## config.mk

```make
export PLATFORM = sky130hd
export DESIGN_NAME = framebuffer_writer
export DESIGN_NICKNAME = d
export VERILOG_FILES = /design/src/rtl/framebuffer_writer.sv
export SDC_FILE = /design/constraint.sdc
export NUM_CORES = 1
export LEC_CHECK = 0
export ABC_AREA = 1
export ABC_CLOCK_PERIOD_IN_PS = 4300
export CORE_MARGIN = 4
export CORE_UTILIZATION = 30
export DETAILED_ROUTE_END_ITERATION = 10
export GPL_ROUTABILITY_DRIVEN = 0
export HOLD_SLACK_MARGIN = 0.1
export SYNTH_ARGS = -nofsm -noshare
export SYNTH_HDL_FRONTEND = slang
export SYNTH_SLANG_ARGS = --single-unit
```

## constraint.sdc

```tcl
create_clock -name clk -period 4.3 [get_ports clk]
set_input_delay 0.43 -clock clk [delete_from_list [all_inputs] [get_ports clk]]
set_output_delay 0.43 -clock clk [all_outputs]
set_load 0.1 [all_outputs]
```

## src/rtl/framebuffer_writer.sv

```systemverilog
// framebuffer_writer: accepts (x,y,RGB) pixels, drops off-screen ones,
// linearises (x,y) and buffers writes in a small FWFT FIFO for the RAM port.
module framebuffer_writer #(
    parameter int H_RES  = 160,
    parameter int V_RES  = 120,
    parameter int ADDR_W = 15,
    parameter int DEPTH  = 4
) (
    input  logic                    clk,
    input  logic                    reset,
    input  logic                    in_valid,
    output logic                    in_ready,
    input  logic [7:0]              in_x,
    input  logic [7:0]              in_y,
    input  logic [7:0]              in_r,
    input  logic [7:0]              in_g,
    input  logic [7:0]              in_b,
    output logic                    mem_we,
    input  logic                    mem_ready,
    output logic [ADDR_W-1:0]       mem_addr,
    output logic [23:0]             mem_wdata,
    output logic [$clog2(DEPTH):0]  fill_level,
    output logic [15:0]             drop_count,
    output logic                    frame_done
);
    localparam int PTR_W = $clog2(DEPTH);
    localparam int CNT_W = PTR_W + 1;
    localparam logic [ADDR_W-1:0] LAST_ADDR = ADDR_W'(H_RES * V_RES - 1);

    logic [ADDR_W-1:0] addr_mem [DEPTH];
    logic [23:0]       data_mem [DEPTH];
    logic [PTR_W-1:0]  wr_ptr;
    logic [PTR_W-1:0]  rd_ptr;
    logic [CNT_W-1:0]  count;
    logic              accept;
    logic              in_range;
    logic              push;
    logic              pop;
    logic [ADDR_W-1:0] push_addr;

    // Handshake flags, range check and address linearisation
    always_comb begin
        in_ready   = (count != CNT_W'(DEPTH));
        mem_we     = (count != '0);
        accept     = in_valid && in_ready;
        in_range   = (32'(in_x) < 32'(H_RES)) && (32'(in_y) < 32'(V_RES));
        push       = accept && in_range;
        pop        = mem_we && mem_ready;
        push_addr  = ADDR_W'(32'(in_y) * 32'(H_RES) + 32'(in_x));
        mem_addr   = addr_mem[rd_ptr];
        mem_wdata  = data_mem[rd_ptr];
        fill_level = count;
    end

    // FIFO storage; contents are don't-care until the count covers them
    always_ff @(posedge clk) begin
        if (push) begin
            addr_mem[wr_ptr] <= push_addr;
            data_mem[wr_ptr] <= {in_r, in_g, in_b};
        end
    end

    // Pointers and occupancy; pointers wrap naturally at DEPTH
    always_ff @(posedge clk or posedge reset) begin
        if (reset) begin
            wr_ptr <= '0;
            rd_ptr <= '0;
            count  <= '0;
        end else begin
            if (push)
                wr_ptr <= wr_ptr + PTR_W'(1);
            if (pop)
                rd_ptr <= rd_ptr + PTR_W'(1);
            if (push && !pop)
                count <= count + CNT_W'(1);
            else if (pop && !push)
                count <= count - CNT_W'(1);
        end
    end

    // Saturating counter of off-screen pixels that were consumed
    always_ff @(posedge clk or posedge reset) begin
        if (reset)
            drop_count <= '0;
        else if (accept && !in_range && drop_count != 16'hFFFF)
            drop_count <= drop_count + 16'd1;
    end

    // One-cycle pulse once the last screen address has been written
    always_ff @(posedge clk or posedge reset) begin
        if (reset)
            frame_done <= 1'b0;
        else
            frame_done <= pop && (mem_addr == LAST_ADDR);
    end

endmodule

```

Yosys cells after proc, flatten, opt, wreduce, memory -nomap -nowiden

Memories as Yosys holds them, arrays and structs flattened.
Cells that the tools add are included.

Flip-flop bits (word level): 24
RAM bits: 156
Logic and storage cells: 37
Memories: 2

Add/sub/neg operators: 6
$mul: 1
$lt $le $gt $ge: 2
Eq/ne operators: 3
Muxes and demuxes: 4
Reduce and logical (&&, ||, !) cells: 14

Memories:

| name     | depth | width | rd ports | clocked after Yosys merged registers in | wr ports | RTL line | text |
|---|---|---|---|---|---|---|---|
| data_mem | 4     | 24    | 1        | 0                                       | 1        | 31       | `logic [23:0] data_mem [DEPTH];` |
| addr_mem | 4     | 15    | 1        | 0                                       | 1        | 30       | `logic [ADDR_W-1:0] addr_mem [DEPTH];` |

Operators with widths:

| operator                                                                      | number |
|---|---|
| 16-bit by 1-bit adder with 16-bit output (second input constant)              | 1 |
| 16-bit inequality test (second input constant)                                | 1 |
| 15-bit by 8-bit adder with 15-bit output                                      | 1 |
| 15-bit equality test (second input constant)                                  | 1 |
| 8-bit by 3-bit multiplier with 10-bit output (second input constant)          | 1 |
| 1-bit logical AND                                                             | 9 |
| 8-bit by 7-bit less-than comparator with 1-bit output (second input constant) | 1 |
| 8-bit less-than comparator (second input constant)                            | 1 |
| 3-bit 2-to-1 mux                                                              | 2 |
| 2-bit by 1-bit adder with 2-bit output (second input constant)                | 2 |
| 3-bit by 1-bit adder with 3-bit output (second input constant)                | 1 |
| 1-bit zero test                                                               | 3 |
| 3-bit inequality test (second input constant)                                 | 1 |
| 3-bit nonzero test                                                            | 1 |
| 3-bit by 1-bit subtractor with 3-bit output (second input constant)           | 1 |
| 1-bit 2-to-1 mux                                                              | 2 |
| 2-bit nonzero test                                                            | 1 |

Logic depth before layout (Yosys ltp)

Depth in word-level cells: 7
Mapped depth: 13

Worst setup path before layout

OpenSTA, ideal clock, no wires.

Path kind: reg2reg
Start point: reg count[0] (netlist: fill_level[0])
End point: mem addr_mem[0][0] (enable)
Setup time: 0.435 ns
Data arrival time: 4.125 ns
Slack: -0.260 ns
Cell stages (with the launch flop): 6
Buffers on the path: 0
Cell sequence: dfrtp_1 -> inv_1 -> nand3_1 -> and2_2 -> nand3_1 -> nor2_1

Word-level cells in the longest chain between the ends: 5

Ends and longest elaborated chain:

| element                                | RTL line | text |
|---|---|---|
| from (decl)                            | 34       | `logic [CNT_W-1:0] count;` |
| from (signal assigned)                 | 75       | `count <= count + CNT_W'(1);` |
| from (signal assigned)                 | 77       | `count <= count - CNT_W'(1);` |
| 3-bit inequality test                  | 43       | `in_ready = (count != CNT_W'(DEPTH));` |
| via in_ready                           | 12       | `output logic in_ready,` |
| 1-bit logical AND                      | 45       | `accept = in_valid && in_ready;` |
| 1-bit logical AND                      | 47       | `push = accept && in_range;` |
| 1-bit 2-to-1 mux                       | 57       | `if (push) begin` |
| 1-bit 2-to-1 mux (implied by the code) | 58       | `addr_mem[wr_ptr] <= push_addr;` |
| to (decl)                              | 30       |  |

The timed path passes the listed nets, and every way through them passes these cells.

Worst setup path in the final report

Start point: reg rd_ptr[0]
End point: out mem_wdata[19]

Word-level cells in the longest chain between the ends: 1

Ends and longest elaborated chain:

| element                | RTL line | text |
|---|---|---|
| from (decl)            | 33       | `logic [PTR_W-1:0] rd_ptr;` |
| from (signal assigned) | 73       | `rd_ptr <= rd_ptr + PTR_W'(1);` |
| memory 4 x 24 bit      | -        |  |
| to (decl)              | 21       | `output logic [23:0] mem_wdata,` |

Every way passes these cells.

==> metrics.txt <==
Crit-path slowest cell clkinv_2; hold crit path type input pin to async pin; Core Util, Final 37.5%; Synth warnings 0; Syn Nets 754; Synth area leaders edfxtp_1, dfrtp_1, nand2_1, o21ai_0, nor2_1; Slew headroom 31.2%; Synth Area in Adders 4.08%; area fraction in compound gates after synthesis 8.67%; worst-margin pin slew 1.03 ns; worst path buffer plus inverter count 2; vias in the first global route 4,976; FFs w/ async S/R, synth 13.3%; status finished, final reports clean; startpoint types flop; CTS Hold Bufs 0; total grt overflow 0; Die W 170 um; Tot GR Track Use 12.3%; WS Path Type flop to output pin; CTS tree done; DP HPWL 11,300 um; Final nets 856; area occupied by multi-input gates 0.00232 sq mm; top_reg_cell synth edfxtp_1; CTS sink count 180; CTS Buf Count 17; Synth top area share 59.2%; EDFF count, synth 156; die area 0.0290 sq mm; endpoints failing setup 0; Max H-tree Level 4; area grow syn2layout 23.2%; simple-gate share of the synthesized area 13.7%; DRT antenna net count 0; final-report hold violation count 0; Longest Clk Path Bufs 2; Reg area 0.00529 sq mm; FF-to-FF Start fill_level[0]$_DFFE_PP0P_; flops & latches, synth 180; reg2reg end fill_level[2]$_DFFE_PP0P_; register area share after synthesis 66.8%; Syn Std Cell Area 0.00791 sq mm; Worst Path Arrival 2.54 ns; largest net degree at the start of global routing 80; largest family of logic cells by synthesized area simple AND/OR/NAND/NOR gates; CTS root buffer clkbuf_16; worst-path cell chain clkinv_2 > o21ai_0 > o22ai_1 > buf_4; drc violations 0; Max Freq 337 MHz; RSZ-0062 raised after global routing no; synthesized instance count 686; Place WS 1.26 ns; First-pass DRT Iterations 5; maximum fanout along the worst path 79; Max Clock Skew 0.00723 ns; Synth Area in XOR/XNOR 2.55%; Port Buf Inserts 104; Worst EP required 3.87 ns; detailed-route via count 5,125; core box area 0.0260 sq mm; post-CTS setup buffer count 0; crit end category output pin; post-route minimum period 2.97 ns; pins over their slew limit 0; R2R cell count 11; Avg Inst Size Synth 11.5 sq um; Die Ht 170 um; fill count 2,544; total wire length 17,800 um; DR WL/cell 15.7 um; Crit path max-delay family buffers and inverters; CTS clk-pin slew, worst paths 0.07 ns; post-synth top area cell edfxtp_1; First DRT Iteration DRCs 413; I/O pin cnt 105; DR vias/cell 4.51; mux cell area share after synthesis 0%; share of cells above drive strength 1 11.7%; post-CTS sizing 0; worst setup margin 1.33 ns; first-pass GRT wire length 27,600 um; initial antenna violation count 0; diodes inserted 0; worst skew pair latency 0.41 ns; Crit path largest cell delay 0.79 ns; fin crit share 69.1%; Initial Utilization 30.4%; synth unique cells 32; # Max-Cap Violations 0; reg-to-reg slack, setup 1.72 ns; # rows 59
through the flow:
step | setup TNS [ns] | hold WS [ns] | std cells | cell area (sq um)
3_3_place_gp | 0 | 0.521 | 1104 | 9210
2_1_floorplan | -40.58 | 0.445 | 686 | 7910
6_report | 0 | 0.530 | 1136 | 9750
5_1_grt | 0 | 0.579 | 1136 | 9750
3_5_place_dp | 0 | 0.525 | 1104 | 9210
4_1_cts | 0 | 0.539 | 1136 | 9750
routing by layer:
metal,vias to the layer above,GRT usage (%),part of all wire [%]
li1,2600,-,-
met4,0,3.99,0.62
met5,-,0,0
met2,110,20.3,49
met3,4,3.00,6.2
met1,2411,16.0,45
flip-flops by register name, summed over array words and instances (netlist names):
signal / cells
fill_level: 3
data_mem: 96
wr_ptr: 2
rd_ptr: 2
drop_count: 16
addr_mem: 60
frame_done: 1
synth_stat cells, types with 2 or more instances:
cell	count
a21oi_1	6
and2_2	2
buf_2	11
buf_4	3
clkbuf_1	12
dfrtp_1	24
edfxtp_1	156
fa_1	3
ha_1	21
inv_1	45
nand2_1	111
nand3_1	30
nand3_2	2
nand4_1	5
nor2_1	100
nor3_1	3
o21ai_0	79
o21ai_2	4
o22ai_1	35
xnor2_1	9
xor2_1	14
area by class of cell:
cell class                      instances  share of cell area [%]
Sequential cell                       180                    54.2
Multi-Input combinational cell        430                    23.8
Timing Repair Buffer                  111                    10.2
Clock buffer                           19                    4.44
Tap cell                              335                    4.30
Inverter                               48                    1.89
Clock inverter                         13                    1.14
worst max-delay path by stage:
| stage | start | to | slack [ns] | depth (start not counted) |
|---|---|---|---|---|
| floorplan | fill_level[0]$_DFFE_PP0P_ | addr_mem[0][0]$_DFFE_PP_ | -0.26 | 5 |
| global placement | in_y[1] | addr_mem[1][14]$_DFFE_PP_ | 1.31 | 13 |
| detailed placement | in_y[1] | addr_mem[3][14]$_DFFE_PP_ | 1.26 | 13 |
| CTS | rd_ptr[0]$_DFFE_PP0P_ | mem_wdata[19] | 1.27 | 4 |
| global route | rd_ptr[0]$_DFFE_PP0P_ | mem_addr[7] | 1.06 | 4 |
| finish | rd_ptr[0]$_DFFE_PP0P_ | mem_wdata[19] | 1.33 | 4 |
kinds of logic (layout without fill, tap and decap cells):
logic type,after synthesis,count (layout)
simple gates,258,258
flops,180,180
compound gates,125,125
buf+inv,76,191
fa+ha+maj,24,24
xor+xnor,23,23
placed cells by master, fill, tap and decap left out, types with 2 or more instances in the layout:
master	Yosys	final
inv_1	45	45
inv_6	0	6
nand4_1	5	5
o22ai_1	35	35
buf_4	3	46
nand2_1	111	111
inv_8	0	2
and2_2	2	2
fa_1	3	3
nand3_2	2	2
o21ai_2	4	4
dfrtp_1	24	23
clkinvlp_4	0	2
clkdlybuf4s50_1	0	65
nand3_1	30	30
clkbuf_16	0	17
clkbuf_1	12	2
xnor2_1	9	9
ha_1	21	21
nor2_1	100	96
clkinv_4	0	2
xor2_1	14	14
nor2_4	0	4
o21ai_0	79	79
a21oi_1	6	6
nor3_1	3	3
edfxtp_1	156	156
Power is not shown: default switching activity piles up to over one toggle a cycle in this logic, so the estimate is an artifact.
